## config.mk

```make
export PLATFORM = sky130hd
export DESIGN_NAME = bin_to_bcd_seq
export DESIGN_NICKNAME = d
export VERILOG_FILES = /design/src/rtl/bin_to_bcd_seq_pkg.sv /design/src/rtl/bcd_digit_adjust.sv /design/src/rtl/bin_to_bcd_seq.sv
export SDC_FILE = /design/constraint.sdc
export NUM_CORES = 1
export LEC_CHECK = 0
export BUFFER_PORTS_ARGS = -buffer_cell sky130_fd_sc_hd__buf_2
export CAP_MARGIN = 20
export CORE_MARGIN = 2
export CORE_UTILIZATION = 30
export DETAILED_ROUTE_END_ITERATION = 16
export GPL_TIMING_DRIVEN = 0
export PLACE_DENSITY = 0.54
export SLEW_MARGIN = 30
export SYNTH_ARGS = -nofsm -noshare
export SYNTH_HDL_FRONTEND = slang
export SYNTH_SLANG_ARGS = --single-unit
```

## constraint.sdc

```tcl
create_clock -name clk -period 2.5 [get_ports clk]
set_clock_uncertainty 0.15 [all_clocks]
set_input_delay 0.25 -clock clk [delete_from_list [all_inputs] [get_ports clk]]
set_output_delay 0.25 -clock clk [all_outputs]
set_load 0.01 [all_outputs]
```

## src/rtl/bin_to_bcd_seq_pkg.sv

```systemverilog
// rtl/bin_to_bcd_seq_pkg.sv - shared constants and state encoding for the binary-to-BCD converter
package bin_to_bcd_seq_pkg;

  localparam int          BCD_DIGITS = 4;
  localparam int          BCD_W      = 16;
  localparam logic [15:0] BCD_MAX    = 16'h9999;
  localparam int          CNT_W      = 4;

  typedef enum logic {
    IDLE = 1'b0,
    CONV = 1'b1
  } state_t;

endpackage

```

## src/rtl/bcd_digit_adjust.sv

```systemverilog
// rtl/bcd_digit_adjust.sv - add-3 correction for one BCD digit ahead of a double-dabble shift
module bcd_digit_adjust (
  input  logic [3:0] din,
  output logic [3:0] dout
);

  // A digit of 5..9 would become >= 10 after doubling, so pre-add 3 to carry into the next digit
  always_comb begin
    dout = (din >= 4'd5) ? (din + 4'd3) : din;
  end

endmodule

```

## src/rtl/bin_to_bcd_seq.sv

```systemverilog
// rtl/bin_to_bcd_seq.sv - sequential double-dabble converter, 14-bit binary to saturating 4-digit BCD
module bin_to_bcd_seq
  import bin_to_bcd_seq_pkg::*;
#(
  parameter int BIN_W   = 14,
  parameter int MAX_VAL = 9999
) (
  input  logic             clk,
  input  logic             reset,
  input  logic             start,
  input  logic [BIN_W-1:0] bin,
  output logic             busy,
  output logic             done,
  output logic [BCD_W-1:0] bcd,
  output logic             overflow
);

  state_t             state_q, state_d;
  logic [BIN_W-1:0]   shift_q, shift_d;
  logic [BCD_W-1:0]   scratch_q, scratch_d;
  logic [CNT_W-1:0]   cnt_q, cnt_d;
  logic               ovf_flag_q, ovf_flag_d;
  logic               busy_q, busy_d;
  logic               done_q, done_d;
  logic [BCD_W-1:0]   bcd_q, bcd_d;
  logic               overflow_q, overflow_d;

  logic [BCD_W-1:0]   adj;
  logic [BCD_W-1:0]   shifted;
  logic               unused_adj_msb;

  for (genvar g = 0; g < BCD_DIGITS; g++) begin : g_digit
    bcd_digit_adjust u_adj (
      .din  (scratch_q[4*g +: 4]),
      .dout (adj[4*g +: 4])
    );
  end

  // The fifth decimal digit falls off the top; values that need it are saturated instead
  assign unused_adj_msb = adj[BCD_W-1];
  assign shifted        = {adj[BCD_W-2:0], shift_q[BIN_W-1]};

  // Next-state: accept a request in IDLE, otherwise perform one adjust-and-shift step per clock
  always_comb begin
    state_d    = state_q;
    shift_d    = shift_q;
    scratch_d  = scratch_q;
    cnt_d      = cnt_q;
    ovf_flag_d = ovf_flag_q;
    busy_d     = busy_q;
    done_d     = 1'b0;
    bcd_d      = bcd_q;
    overflow_d = overflow_q;
    case (state_q)
      IDLE: begin
        if (start) begin
          shift_d    = bin;
          scratch_d  = '0;
          cnt_d      = CNT_W'(BIN_W);
          ovf_flag_d = (int'(bin) > MAX_VAL);
          busy_d     = 1'b1;
          state_d    = CONV;
        end
      end
      CONV: begin
        scratch_d = shifted;
        shift_d   = {shift_q[BIN_W-2:0], 1'b0};
        cnt_d     = cnt_q - 1'b1;
        if (cnt_q == CNT_W'(1)) begin
          bcd_d      = ovf_flag_q ? BCD_MAX : shifted;
          overflow_d = ovf_flag_q;
          done_d     = 1'b1;
          busy_d     = 1'b0;
          state_d    = IDLE;
        end
      end
      default: state_d = IDLE;
    endcase
  end

  // State and registered outputs; reset aborts any conversion in flight
  always_ff @(posedge clk or negedge reset) begin
    if (!reset) begin
      state_q    <= IDLE;
      shift_q    <= '0;
      scratch_q  <= '0;
      cnt_q      <= '0;
      ovf_flag_q <= 1'b0;
      busy_q     <= 1'b0;
      done_q     <= 1'b0;
      bcd_q      <= '0;
      overflow_q <= 1'b0;
    end else begin
      state_q    <= state_d;
      shift_q    <= shift_d;
      scratch_q  <= scratch_d;
      cnt_q      <= cnt_d;
      ovf_flag_q <= ovf_flag_d;
      busy_q     <= busy_d;
      done_q     <= done_d;
      bcd_q      <= bcd_d;
      overflow_q <= overflow_d;
    end
  end

  assign busy     = busy_q;
  assign done     = done_q;
  assign bcd      = bcd_q;
  assign overflow = overflow_q;

endmodule

```

==> metrics.log <==
[metrics] number of max-cap violations: 0
[metrics] primary flip-flop cell chosen by synthesis mapping: sky130_fd_sc_hd__dfrtp_1
[metrics] beginning of the worst register-to-register path: scratch_q[0]$_DFFE_PN0P_
[metrics] Met2 Routed Length: approximately 2.8 mm
[metrics] launching element type of the critical path: flip-flop
[metrics] Clk network pwr share: 0.135
[metrics] top sig layer: met4
[metrics] clock-pin slew on the worst setup and hold paths: 0.10 ns
[metrics] total wirelength of the detailed-routed design: 5.843 mm
[metrics] area share of the largest cell type after synthesis: 0.5145
[metrics] vias in the first global route: a little under 2k
[metrics] share of power burned in registers: 0.418
[metrics] core area: 0.008678 sq mm
[metrics] Detailed Routing Iterations Pass 1: 4
[metrics] Final Hold Vio Count: 0
[metrics] Synth cell types: 27
[metrics] switching power as a share of total power: 0.3879
[metrics] data required time at the worst endpoint: 2.61 ns
[metrics] area delta synth->final: 15.15%
[metrics] sequential area share after synthesis: 0.5145
[metrics] period utilisation layout: 0.6696
[metrics] WP data arrival: 1.78 ns
[metrics] worst vdd rail ir drop: 354.6 uV
[metrics] max-slew violation count: 0
[metrics] total area of multi-input combinational cells: around 0.0012 sq mm
[metrics] pin slew with the least headroom to its limit: 0.7255 ns
[metrics] wire length of the first global-routing pass: a little over 10 mm
[metrics] Reg2Reg Capture Point: bcd[2]$_DFFE_PN0P_
[metrics] area enclosed by the die boundary: 0.009688 sq mm
[metrics] weighted congestion reported at the end of routability-driven placement: 0.7563
[metrics] Die Y: 98.43 um
[metrics] adder-cell area share of the yosys netlist: 0.04677
[metrics] Critical Path Source: scratch_q[0]$_DFFE_PN0P_
[metrics] maximum level of the CTS H-tree: 2
[metrics] first-iteration detailed-routing DRC count: 68
[metrics] number of primary I/O pins: 36
[metrics] number of placement rows: 34
[metrics] relative max-transition margin: 0.5163
[metrics] count of hold buffers inserted by post-cts repair: 1
[metrics] RSZ-0062 raised after global routing: no
[metrics] number of nets with antenna violations after routing: 0
[metrics] number of clock sinks: 55
[metrics] starting utilization of the core area: 0.3082
[metrics] share of post-route cells with drive strength above 1: 0.1993
[metrics] run status: finished clean
[metrics] count leader, synth: sky130_fd_sc_hd__dfrtp_1
[metrics] number of nets in the synthesized netlist: between 200 and 300
[metrics] via count: 1918
[metrics] main combinational cell family by area after synthesis: compound AO/OA/AOI/OAI gates
[metrics] largest net degree at the start of global routing: 56
[metrics] area of all sequential standard cells: 0.001376 sq mm
[metrics] Post-synth ARST share: 1.000
[metrics] cell leakage power: 1.502 nW
[metrics] final critical path time including I/O delays and setup: 1.674 ns
[metrics] post-synthesis compound-gate area fraction: 0.1394
[metrics] clock tree root buffer cell: sky130_fd_sc_hd__clkbuf_8
[metrics] synthesis warning total: 0
[metrics] count of input and output buffers: 34
[metrics] Max Clock Freq: around 0.6 GHz
[metrics] Horiz. Die Dim: 98.43 um
[metrics] post-detailed-route wirelength per cell: about 15 um
[metrics] switching power: 1.457 mW
[metrics] remaining design rule violation count: 0
[metrics] Critical Path End Type: flip-flop
[metrics] worst reg-to-reg path cell count: 6
[metrics] number of clock buffers inserted by TritonCTS: 5
[metrics] global routing usage summed across all routing layers: 0.1321
[metrics] cell count after synthesis: roughly 250
[metrics] top cells by count, synth: 55 x sky130_fd_sc_hd__dfrtp_1, 25 x sky130_fd_sc_hd__mux2i_1, 19 x sky130_fd_sc_hd__o21ai_0
[metrics] fill cell total of the finished layout: 898
[metrics] total design power: between 3 and 4 mW
[metrics] Detail Route met3 WL: 178 um
[metrics] power density over the cells: 1219 mW/mm^2
[metrics] setup TNS: 0 ns
[metrics] average cell area after synthesis: 10.74 sq um
[metrics] kind of critical path: flip-flop to flip-flop
[metrics] vias per inst: roughly 4.8
[metrics] share of synthesized cell area in and, or, nand and nor gates: 0.1375
[metrics] Resize count post-CTS: 0
[metrics] TritonCTS clock tree: built
[metrics] capturing instance or port of the critical path: bcd[2]$_DFFE_PN0P_
[metrics] HPWL after detailed placement: 4.050 mm
[metrics] Ant. Diodes: 0
[metrics] proportion of synthesized area in mux cells: 0.09355
[metrics] post-layout net count: 318
[metrics] Internal Pwr Total: 2.299 mW
[metrics] ranking of synthesized cells by area: sky130_fd_sc_hd__dfrtp_1 51%, sky130_fd_sc_hd__mux2i_1 9.4%, sky130_fd_sc_hd__ha_1 4.7%, sky130_fd_sc_hd__o21ai_0 3.6%, sky130_fd_sc_hd__a21oi_1 3.4%
[metrics] GRT overflow: 0
[metrics] number of register bits inferred by synthesis: 55
[metrics] parity-gate share of the synthesized area counting xor and xnor cells: 0.01964
[metrics] post-synthesis instance area: ~0.0027 sq mm
[metrics] routed length on met1: around 2.8 mm
[metrics] Post CTS Setup Buffer Count: 0
[metrics] class of the tightest hold or removal check: primary input to flip-flop
[metrics] count of flip-flops with a built-in enable after synthesis: 0
[metrics] crit path max fanout: 4
[metrics] number of failing setup endpoints in the final timing report: 0
[metrics] flop-to-flop setup slack: 0.83 ns
[metrics] combinational share of power: 0.447
[metrics] clock latency at the later pin of the worst-skew pair: 0.31 ns
[metrics] maximum count of clock buffers along a single path: 2
[metrics] number of antenna violations at the first check in global routing: 0
[metrics] cell accounting for the most synthesized area: sky130_fd_sc_hd__dfrtp_1
placed cells by master, fill, tap and decap left out, drive strengths merged:
| cell type | synthesis | layout |
|---|---|---|
| nor2 | 12 | 12 |
| dlygate4sd3 | 0 | 1 |
| xnor2 | 6 | 6 |
| o31ai | 2 | 2 |
| o21ai | 19 | 19 |
| a21oi | 22 | 22 |
| nand4bb | 1 | 1 |
| nand2b | 12 | 12 |
| clkbuf | 4 | 10 |
| inv | 13 | 13 |
| a31o | 1 | 1 |
| a22o | 7 | 7 |
| nand2 | 18 | 18 |
| nor3 | 9 | 9 |
| ha | 10 | 10 |
| nor4 | 1 | 1 |
| a21o | 9 | 9 |
| mux2i | 25 | 25 |
| nand3 | 1 | 1 |
| buf | 10 | 44 |
| and2 | 1 | 1 |
| dfrtp | 55 | 55 |
| clkinv | 0 | 1 |
| nor3b | 11 | 11 |
registers in the layout, indices dropped and copies added, names as in the netlist:
| register | count |
|---|---|
| cnt_q | 4 |
| bcd | 16 |
| shift_q | 14 |
| state_q | 1 |
| overflow | 1 |
| ovf_flag_q | 1 |
| busy | 1 |
| done | 1 |
| scratch_q | 16 |
how the worst min path moves through the flow:
stage | from | end | cells after the start
6_report | bin[0] | shift_q[0]$_DFFE_PN0P_ | 3
2_1_floorplan | reset | bcd[0]$_DFFE_PN0P_ | 0
5_1_grt | bin[0] | shift_q[0]$_DFFE_PN0P_ | 3
3_5_place_dp | reset | bcd[0]$_DFFE_PN0P_ | 1
3_3_place_gp | overflow$_DFFE_PN0P_ | overflow$_DFFE_PN0P_ | 2
4_1_cts | bin[0] | shift_q[0]$_DFFE_PN0P_ | 3
layout make-up:
cell class	instances	area share
flip-flops and latches	55	0.4468
multi-input cells	167	0.3794
repair buffers	35	0.05930
well taps	108	0.04387
clock buffers	6	0.02681
plain buffers	14	0.02640
inverters	13	0.01584
clock inverters	1	0.001625
worst max-delay path, cell delays in order, from the launching register on:
cell	delay, ns
sky130_fd_sc_hd__dfrtp_1	0.43
sky130_fd_sc_hd__inv_1	0.10
sky130_fd_sc_hd__ha_1	0.20
sky130_fd_sc_hd__nand2b_1	0.09
sky130_fd_sc_hd__a21oi_2	0.21
sky130_fd_sc_hd__mux2i_1	0.30
sky130_fd_sc_hd__a22o_1	0.16
metal layers:
| metal | up-vias | track usage |
|---|---|---|
| met5 | - | 0 |
| met4 | 0 | 0.04110 |
| met3 | 4 | 0.02624 |
| met2 | 32 | 0.2057 |
| met1 | 942 | 0.1865 |
| li1 | 940 | - |
through the flow:
stage,worst slack [ns],cell area [sq um],util,cells,hold WS [ns]
after global routing,0.6678,3080,0.3550,399,0.05728
after global placement,0.8543,2980,0.3434,391,0.3085
after CTS,0.8212,3080,0.3550,399,0.02989
after detailed placement,0.8383,2983,0.3437,391,0.2205
after floorplan,1.002,2675,-,249,-0.1956
final,0.8260,3080,0.3550,399,0.04440
power groups by stage:
stage	Clock (mW)	Combinational, mW	Sequential [mW]
after floorplan	0	1.19	1.60
after global placement	0	1.66	1.59
after detailed placement	0	1.71	1.59
after CTS	0.536	1.71	1.58
after global routing	0.581	1.92	1.63
final	0.508	1.68	1.57
cell families after synthesis:
logic type      after synthesis
flops                        55
simple gates                 66
mux                          25
xor+xnor                      6
fa+ha+maj                    10
buf+inv                      27
compound gates               60
(Power assumes the default switching activity.)
